==> config.mk <==
export PLATFORM = sky130hd
export DESIGN_NAME = apb_arb_master
export DESIGN_NICKNAME = d
export VERILOG_FILES = /design/src/rtl/apb_arb_master.sv
export SDC_FILE = /design/constraint.sdc
export NUM_CORES = 1
export LEC_CHECK = 0
export ABC_AREA = 1
export CAP_MARGIN = 20
export CORE_MARGIN = 3
export CORE_UTILIZATION = 40
export CTS_CLUSTER_DIAMETER = 80
export DETAILED_ROUTE_END_ITERATION = 16
export PLACE_DENSITY = 0.85
export SYNTH_ARGS = -nofsm -noshare
export SYNTH_HDL_FRONTEND = slang
export SYNTH_SLANG_ARGS = --single-unit
export TNS_END_PERCENT = 20
==> constraint.sdc <==
create_clock -name pclk -period 1.9 [get_ports pclk]
set_input_delay 0.19 -clock pclk [delete_from_list [all_inputs] [get_ports pclk]]
set_output_delay 0.19 -clock pclk [all_outputs]
set_load 0.1 [all_outputs]
==> src/rtl/apb_arb_master.sv <==
// Two-requester APB master: round-robin grant, one SETUP/ACCESS transfer at a time,
// slave select from the address MSB, and a wait-state timeout that aborts a stuck transfer.
module apb_arb_master #(
  parameter int ADD_WIDTH = 9,
  parameter int WIDTH     = 32,
  parameter int TIMEOUT   = 16
) (
  input  logic                 pclk,
  input  logic                 preset,

  input  logic                 req0_valid,
  input  logic                 req0_write,
  input  logic [ADD_WIDTH-1:0] req0_addr,
  input  logic [WIDTH-1:0]     req0_wdata,
  input  logic [WIDTH/8-1:0]   req0_strb,
  output logic                 req0_done,
  output logic [WIDTH-1:0]     req0_rdata,
  output logic                 req0_err,

  input  logic                 req1_valid,
  input  logic                 req1_write,
  input  logic [ADD_WIDTH-1:0] req1_addr,
  input  logic [WIDTH-1:0]     req1_wdata,
  input  logic [WIDTH/8-1:0]   req1_strb,
  output logic                 req1_done,
  output logic [WIDTH-1:0]     req1_rdata,
  output logic                 req1_err,

  output logic                 psel1,
  output logic                 psel2,
  output logic                 penable,
  output logic                 pwrite,
  output logic [ADD_WIDTH-1:0] paddr,
  output logic [WIDTH-1:0]     pwdata,
  output logic [WIDTH/8-1:0]   pstrb,
  input  logic                 pready,
  input  logic [WIDTH-1:0]     prdata,
  input  logic                 pslverr
);

  // state  | meaning
  // IDLE   | no transfer in flight; arbitrate eligible requests
  // SETUP  | first APB phase: psel high, penable low
  // ACCESS | penable high; wait for pready or the timeout

  localparam int CW = (TIMEOUT > 2) ? $clog2(TIMEOUT) : 1;
  localparam logic [CW-1:0] CNT_LAST = CW'(TIMEOUT - 1);

  typedef enum logic [1:0] {
    IDLE   = 2'd0,
    SETUP  = 2'd1,
    ACCESS = 2'd2
  } state_t;

  state_t state, state_nxt;

  logic                 last_grant;
  logic                 grant;
  logic                 win;
  logic                 start;
  logic                 xfer_ok;
  logic                 xfer_abort;
  logic                 xfer_end;
  logic                 elig0;
  logic                 elig1;
  logic                 err_nxt;
  logic [WIDTH-1:0]     rdata_nxt;

  logic                 cap_write;
  logic [ADD_WIDTH-1:0] cap_addr;
  logic [WIDTH-1:0]     cap_wdata;
  logic [WIDTH/8-1:0]   cap_strb;
  logic [CW-1:0]        wait_cnt;

  // A requester whose done pulse is showing is masked so its still-high valid
  // is not mistaken for a new request.
  assign elig0 = req0_valid & ~req0_done;
  assign elig1 = req1_valid & ~req1_done;

  always_comb begin
    state_nxt  = state;
    start      = 1'b0;
    win        = 1'b0;
    xfer_ok    = 1'b0;
    xfer_abort = 1'b0;
    case (state)
      IDLE: begin
        if (elig0 | elig1) begin
          start     = 1'b1;
          win       = (elig0 & elig1) ? ~last_grant : elig1;
          state_nxt = SETUP;
        end
      end
      SETUP: begin
        state_nxt = ACCESS;
      end
      ACCESS: begin
        if (pready) begin
          xfer_ok   = 1'b1;
          state_nxt = IDLE;
        end else if (wait_cnt == CNT_LAST) begin
          xfer_abort = 1'b1;
          state_nxt  = IDLE;
        end
      end
      default: begin
        state_nxt = IDLE;
      end
    endcase
  end

  assign xfer_end  = xfer_ok | xfer_abort;
  assign err_nxt   = xfer_abort | pslverr;
  assign rdata_nxt = (xfer_ok & ~cap_write) ? prdata : '0;

  always_ff @(posedge pclk) begin
    if (preset) begin
      state      <= IDLE;
      last_grant <= 1'b1;
      grant      <= 1'b0;
      wait_cnt   <= '0;
      cap_write  <= 1'b0;
      cap_addr   <= '0;
      cap_wdata  <= '0;
      cap_strb   <= '0;
    end else begin
      state <= state_nxt;
      if (start) begin
        grant      <= win;
        last_grant <= win;
        cap_write  <= win ? req1_write : req0_write;
        cap_addr   <= win ? req1_addr  : req0_addr;
        cap_wdata  <= win ? req1_wdata : req0_wdata;
        cap_strb   <= win ? req1_strb  : req0_strb;
        wait_cnt   <= '0;
      end else if (state == ACCESS) begin
        wait_cnt <= wait_cnt + CW'(1);
      end
    end
  end

  // Completion results live for exactly one cycle, then return to zero.
  always_ff @(posedge pclk) begin
    if (preset) begin
      req0_done  <= 1'b0;
      req0_err   <= 1'b0;
      req0_rdata <= '0;
      req1_done  <= 1'b0;
      req1_err   <= 1'b0;
      req1_rdata <= '0;
    end else begin
      req0_done  <= xfer_end & ~grant;
      req0_err   <= xfer_end & ~grant & err_nxt;
      req0_rdata <= (xfer_end & ~grant) ? rdata_nxt : '0;
      req1_done  <= xfer_end & grant;
      req1_err   <= xfer_end & grant & err_nxt;
      req1_rdata <= (xfer_end & grant) ? rdata_nxt : '0;
    end
  end

  // Address, data and direction hold their last values between transfers.
  assign psel1   = (state != IDLE) & ~cap_addr[ADD_WIDTH-1];
  assign psel2   = (state != IDLE) &  cap_addr[ADD_WIDTH-1];
  assign penable = (state == ACCESS);
  assign pwrite  = cap_write;
  assign paddr   = cap_addr;
  assign pwdata  = cap_wdata;
  assign pstrb   = ((state != IDLE) & cap_write) ? cap_strb : '0;

endmodule

[Word-level counts from Yosys, hierarchy flattened]
Cells that the tools add are included.
Word-level totals
  register bits: 122
Operators by class
  $add $sub $neg: 1
  bitwise gates (word level): 22
  equal/unequal tests: 5
  reduce and logical (&&, ||, !) cells: 6
  mux-type cells: 20
Operator list (number)
  $mux W32: 2
  $and A1 B1 Y1: 11
  $mux W1: 11
  $mux W9: 1
  $mux W4: 2
  $not A1 Y1: 8
  $mux W2: 3
  $pmux W2 S3: 1
  $reduce_or A2 Y1: 3
  $add A4 B1 Y4 const B: 1
  $eq A4 B4 Y1 const B: 1
  $ne A3 B1 Y1 const B: 1
  $or A1 B1 Y1: 3
  $eq A2 B1 Y1 const B: 1
  $eq A2 B2 Y1 const B: 1
  $logic_not A2 Y1: 1
  $ne A2 B2 Y1 const B: 1
  $reduce_and A2 Y1: 1
  $reduce_bool A2 Y1: 1

[Depth between registers and ports, before layout]
Gate-level depths: netlist of run 1.
  depth after elaboration: 8
  depth in mapped cells: 10
  mapped depth without buffers: 8

[Worst setup path after synthesis of run 1]
No wires, ideal clock.
  kind: register to output
  start point: reg cap_write (netlist: pwrite)
  end point: out pstrb[0]
  cell stages (with the launch flop): 3
  data required time: 1710 ps
  setup slack: -831 ps
  data arrival time: 2541 ps
  path through: dfxtp_1 -> nand2_1 -> nor2_1
On the way
  longest elaborated chain between the ends: 2
RTL lines
  start: declaration: RTL line 69  | logic cap_write;
  start signal: assignment: RTL line 131  | cap_write <= win ? req1_write : req0_write;
  $and A1 B1 Y1: RTL line 168  | assign pstrb = ((state != IDLE) & cap_write) ? cap_strb : '0;
  $mux W4: RTL line 168
  end: declaration: RTL line 35  | output logic [WIDTH/8-1:0] pstrb,
Every way passes these cells.

[Worst setup path after layout of run 1]
  start point: reg state[0]
  end point: out pstrb[2]
On the way
  longest elaborated chain between the ends: 3
RTL lines
  start: declaration: RTL line 55  | state_t state, state_nxt;
  start signal: assignment: RTL line 127  | state <= state_nxt;
  $reduce_bool A2 Y1: RTL line 168
  $and A1 B1 Y1: RTL line 168
  $mux W4: RTL line 168
Every way passes these cells.

==> impl_metrics.toml, run 1 <==
[run_status]
outcome = "finished, final reports clean"

[synth]
avgSynthCellArea_um2 = 7.318
synthMuxAreaShare_pct = 0
synth_top_area_share_pct = 52.15
synthTopCellsByArea = "dfxtp_1, nand2_1, nand3_1"
yosys.area.top_type = "dfxtp_1"
synth_top_family_by_area = "simple AND/OR/NAND/NOR gates"
synth_compound_area_share_pct = 0.6412
yosysUniqueCellTypes = 20
synthTopCellsByCount = "nand2_1, dfxtp_1, inv_1"
ys.flop_type = "dfxtp_1"
syn-num-nets = 771
ys_seq_elements = 122
synth_area_mm2 = 0.004683
synthAdderAreaFrac_pct = 0.2672
synth_edf_count = 0
synthXorXnorAreaFrac_pct = 0.3740
synth.yosys.seq_area_share_pct = 52.15
synth_cells = 640
post-synth-top-count-cell = "nand2_1"
synthArstFlopShare_pct = 0
synthSimpleGateAreaFrac_pct = 33.13
ys_warn_count = 0

[worst_setup_path]
worstPathRequired_ps = 1710
start_kind = "flop"
end_kind = "primary output"
cp_max_fo = 4
cpMaxStageDelayCell = "dfxtp_1"
crit_family = "simple AND/OR/NAND/NOR gates"
cp_cell_sequence = "inv_1 > nand2_1 > nand2_2 > nor2_4 > buf_12"
crit_arrival_ps = 1550
worstSetupPathType = "reg2out"
max_stage_delay_ps = 400
crit_buf_inv = 2

[cts]
cts_buffers = 17
cts_setup_buffers = 0
htreeDepth = 4
clk_latency_ps = 400
clockBufferDepth = 2
clk_pin_slew_ps = 60
cts_root_buf = "clkbuf_16"
cts.sinks = 122
cts_tree = "done"

[cells_and_area]
nFillCells = 909
syn_to_final_growth_pct = 65.24
nNetsFinal = 1015
final_cells = 1037
drive_gt1_share_pct = 20.40
n_antenna_cell = 0

[pwr]
power_density_mw_per_mm2 = 1015
peakVddDrop_v = 0.0006368
total_power_mw = 7.852
p_leak_nw = 3.791

[sta]
fin_crit_sh_pct = 91.66
tightestPinTransition_ps = 300.9
rsz0062_at_grt = "no"
timing.fmax_mhz = 574.2
drv_slew = 0
holdWs_ps = 358.7
fin_skew_ps = 11.83
finalCriticalPeriod_ps = 1742
hold_viol = 0
relSlewSlack_pct = 80.10
final.setup.tns_ps = 0
worst_slack_ps = 158.4
setup-violations-final = 0

[placed_design]
portBuffers = 246
gp_congestion = 0.8384
dp_cells = 1005
dpl.hpwl_um = 10300
place_ws_ps = 246.8

[detailed_routing]
drt.antenna.violating_nets = 0
wl_met2_um = 6563
drt-initial-drc-count = 277
top_layer = "met4"
wl_um = 13760
wl_met3_um = 1521
wl_per_cell_um = 13.27
drc_errors = 0
avgViaCountPerCell = 4.519
m1WireLength_um = 5339
num_vias = 4686
first_pass_iters = 4

[die]
die_height_um = 114.2
core_area_mm2 = 0.01113
start_util_pct = 42.09
fp-row-count = 38
fp.dieW_um = 114.2
num_io_pins = 247
die_area_mm2 = 0.01304

[grt]
track_usage_pct = 20.40
grt_max_degree = 47
overflow = 0
grt_pass1_wl_um = 21040
antenna_found_initial = 0
grt_pass1_vias = 4338

[min_path]
hold_path.class = "in2reg"

[run]
cap_violations = 0
## flip-flops by register name, summed over array words and instances, names as in the netlist
register / count
req0_done: 1
pwdata: 32
req0_rdata: 32
req0_err: 1
cap_strb: 4
state: 2
req1_err: 1
wait_cnt: 4
pwrite: 1
last_grant: 1
req1_rdata: 32
req1_done: 1
grant: 1
paddr: 9
## metrics by stage
step	area, µm²	util (%)
2_1_floorplan	4727	-
3_3_place_gp	7147	64.24
3_5_place_dp	7147	64.24
4_1_cts	7739	69.56
5_1_grt	7739	69.56
6_report	7739	69.56
## worst reg2reg max path, cell delays in order, from the launching register on
cell and delay, ps:
dfxtp_1 360, ha_1 180, nand3_1 150, a21oi_2 210, nand3_2 110, buf_12 190
nor2_1 160
## where the power goes
group | switching [mW] | leakage [nW] | internal (mW)
registers | 0.0797 | 0.994 | 2.69
clock network | 1.22 | 0.280 | 1.96
logic | 1.32 | 2.52 | 0.579
## final timing paths
path | start | endpoint | slack, ps | cells after the start
min reg2reg | cap_strb[3] | cap_strb[3] | 450 | 2
max | state[0] | pstrb[2] | 160 | 5
max reg2reg | wait_cnt[0] | req1_rdata[11] | 470 | 6
min | prdata[4] | req1_rdata[4] | 360 | 3
## kinds of logic (layout without fill, tap and decap cells)
logic type | count (synthesis) | after routing
adders and majority gates | 1 | 1
AOI/OAI and AO/OA | 5 | 5
buffers and inverters | 142 | 399
and+or+nand+nor | 368 | 368
DFF | 122 | 122
xor gates and xnor gates | 2 | 2
## final cells by class
class	count	area (µm²)	area share (%)
clock buffer	18	429.2	5.546
clock inverter	14	160.2	2.070
inverter	109	409.1	5.287
multi-input combinational	376	1672	21.60
sequential	122	2446	31.61
tap	140	175.2	2.264
timing repair buffer	258	2447	31.62
## timing repair
action | CTS | global route
setup endpoints to repair | 4 | 0
gates resized for setup | 1 | 0
hold buffers | 0 | 0
## metal layers
metal	GRT usage [%]	vias to the layer above
met2	34.58	213
met1	22.74	2051
met4	7.997	0
met5	0	-
met3	8.457	22
li1	-	2400
## cells in the final DEF, fill, tap and decap left out, types with 2 or more instances in the layout
master,n
nand3_1,96
nand2_1,181
xor2_1,2
nor2_4,8
clkbuf_16,17
buf_12,15
buf_4,114
bufinv_16,2
clkinv_4,2
clkdlybuf4s50_1,129
a21oi_1,3
dfxtp_1,119
nand3_2,4
nand2_2,4
dfxtp_2,3
nor2_1,73
inv_6,5
inv_1,108
clkinvlp_4,3
Power figures use the tool's default switching activity.
==> run 2, diff against run 1 <==
Settings changed: GPL_TIMING_DRIVEN set to 0.
==> run 2 against run 1 <==
Compared with the run above:
- critical path depth shrank 4
- largest cell class unchanged
- count of clock-buffer cells in the layout is the same
- non-clock buffer count grew 21
- wire length grew 10%
- worst hold slack lost 6.6 ps
- clock skew grew 0.86 ps
- via count grew 2.8%
==> impl_metrics.toml, run 2 (synthesis results as in run 1) <==
[worst_setup_path]
max_stage_delay_ps = 870
worstPathRequired_ps = 1710
crit_arrival_ps = 1670
r2r_setup_slack_ps = 330
worstRegToRegCells = 6
r2r-end = "req1_rdata[11]"
cp_max_fo = 4
cpMaxStageDelayCell = "clkdlybuf4s15_1"
end_kind = "primary output"
cp_cell_sequence = "clkdlybuf4s15_1"
crit_family = "buffers and inverters"
start_kind = "flop"
crit_cells = 1
crit_end = "pwrite"
crit_buf_inv = 1
cp-startpoint = "pwrite"
rr_startpoint = "wait_cnt[0]"
worstSetupPathType = "reg2out"

[sta]
drv_slew = 0
fin_skew_ps = 12.69
hold_viol = 0
holdWs_ps = 352.2
finalCriticalPeriod_ps = 1861
tightestPinTransition_ps = 1013
setup-violations-final = 0
worst_slack_ps = 39.40
timing.fmax_mhz = 537.5
fin_crit_sh_pct = 97.93
rsz0062_at_grt = "no"
relSlewSlack_pct = 32.72
final.setup.tns_ps = 0

[cells_and_area]
syn_to_final_growth_pct = 68.02
drive_gt1_share_pct = 9.368
nNetsFinal = 1036
final_common_cell = "nand2_1"
n_antenna_cell = 0
most-common-layout-cells = "nand2_1, clkdlybuf4s50_1, dfxtp_1"
nFillCells = 936

[die]
start_util_pct = 42.09
num_io_pins = 247
die_height_um = 114.2
core_area_mm2 = 0.01113
fp-row-count = 38
die_area_mm2 = 0.01304
fp.dieW_um = 114.2

[grt]
antenna_found_initial = 0
grt_max_degree = 17
grt_pass1_wl_um = 23490
track_usage_pct = 23.06
grt_pass1_vias = 4677
overflow = 0

[cts]
htreeDepth = 4
cts_resized = 148
clk_latency_ps = 400
hold_buffers = 0
cts.sinks = 122
cts_buffers = 17
clk_pin_slew_ps = 60
clockBufferDepth = 2
cts_root_buf = "clkbuf_16"
cts_tree = "done"
cts_setup_buffers = 0

[placed_design]
gp_congestion = 0.8273
place_ws_ps = -518.3
portBuffers = 246
dpl.hpwl_um = 11420

[detailed_routing]
wl_um = 15170
drt-initial-drc-count = 301
wl_per_cell_um = 14.34
drt.antenna.violating_nets = 0
first_pass_iters = 4
num_vias = 4816
drc_errors = 0
avgViaCountPerCell = 4.552

[pwr]
power_density_mw_per_mm2 = 1032
peakVddDrop_v = 0.0006459
p_leak_nw = 4.110

[run_status]
outcome = "finished, final reports clean"

[min_path]
hold_path.class = "in2reg"

[run]
cap_violations = 0
-- run 2: cell count changes in the layout (fill, tap and decap cells not counted), sizes merged --
cell,previous run,this run
dlygate4sd2,0,108
buf,129,36
clkdlybuf4s15,0,4
bufinv,2,4
clkbuf,18,20
clkinv,3,1
clkinvlp,3,1
inv,115,117
-- run 2: cell type report --
type	instances	area, µm²	share of cell area, %
flip-flops and latches	122	2446	31.09
repair buffers	246	2327	29.58
multi-input cells	376	1654	21.02
clock buffers	18	429.2	5.454
inverters	109	409.1	5.200
plain buffers	33	220.2	2.799
clock inverters	14	207.7	2.640
well taps	140	175.2	2.226
-- run 2: where the power goes --
part	total (mW)	internal (mW)	leakage (nW)	switching, mW
Sequential	2.77	2.69	0.994	0.0755
Combinational	1.83	0.510	2.80	1.32
Clock	3.52	2.24	0.311	1.28
Total	8.12	5.44	4.11	2.68
-- run 2: metrics by stage --
step | total power [mW] | util (%) | area (µm²) | cells
detailed placement | 4.724 | 66.19 | 7365 | 1026
global route | 8.401 | 70.73 | 7869 | 1058
floorplan | 4.085 | - | 4727 | 640
finish | 8.117 | 70.73 | 7869 | 1058
global placement | 4.710 | 66.19 | 7365 | 1026
CTS | 8.160 | 70.61 | 7856 | 1058
-- run 2: worst min path at each step --
stage,startpoint,to,slack [ps],cells after the start
6_report,prdata[1],req1_rdata[1],350,3
5_1_grt,prdata[1],req1_rdata[1],340,3
4_1_cts,prdata[31],req1_rdata[31],340,3
3_5_place_dp,paddr[1],paddr[1],440,2
3_3_place_gp,paddr[0],paddr[0],440,2
2_1_floorplan,preset,state[1],260,1
-- run 2: metal layers --
layer / track usage [%] / part of all wire, % / wire [µm] / up-vias
li1: - / - / - / 2437
met1: 26.24 / 40 / 6010 / 2135
met2: 39.54 / 49 / 7374 / 226
met3: 8.087 / 10 / 1538 / 18
met4: 9.105 / 1.6 / 250 / 0
met5: 0 / 0 / 0 / -
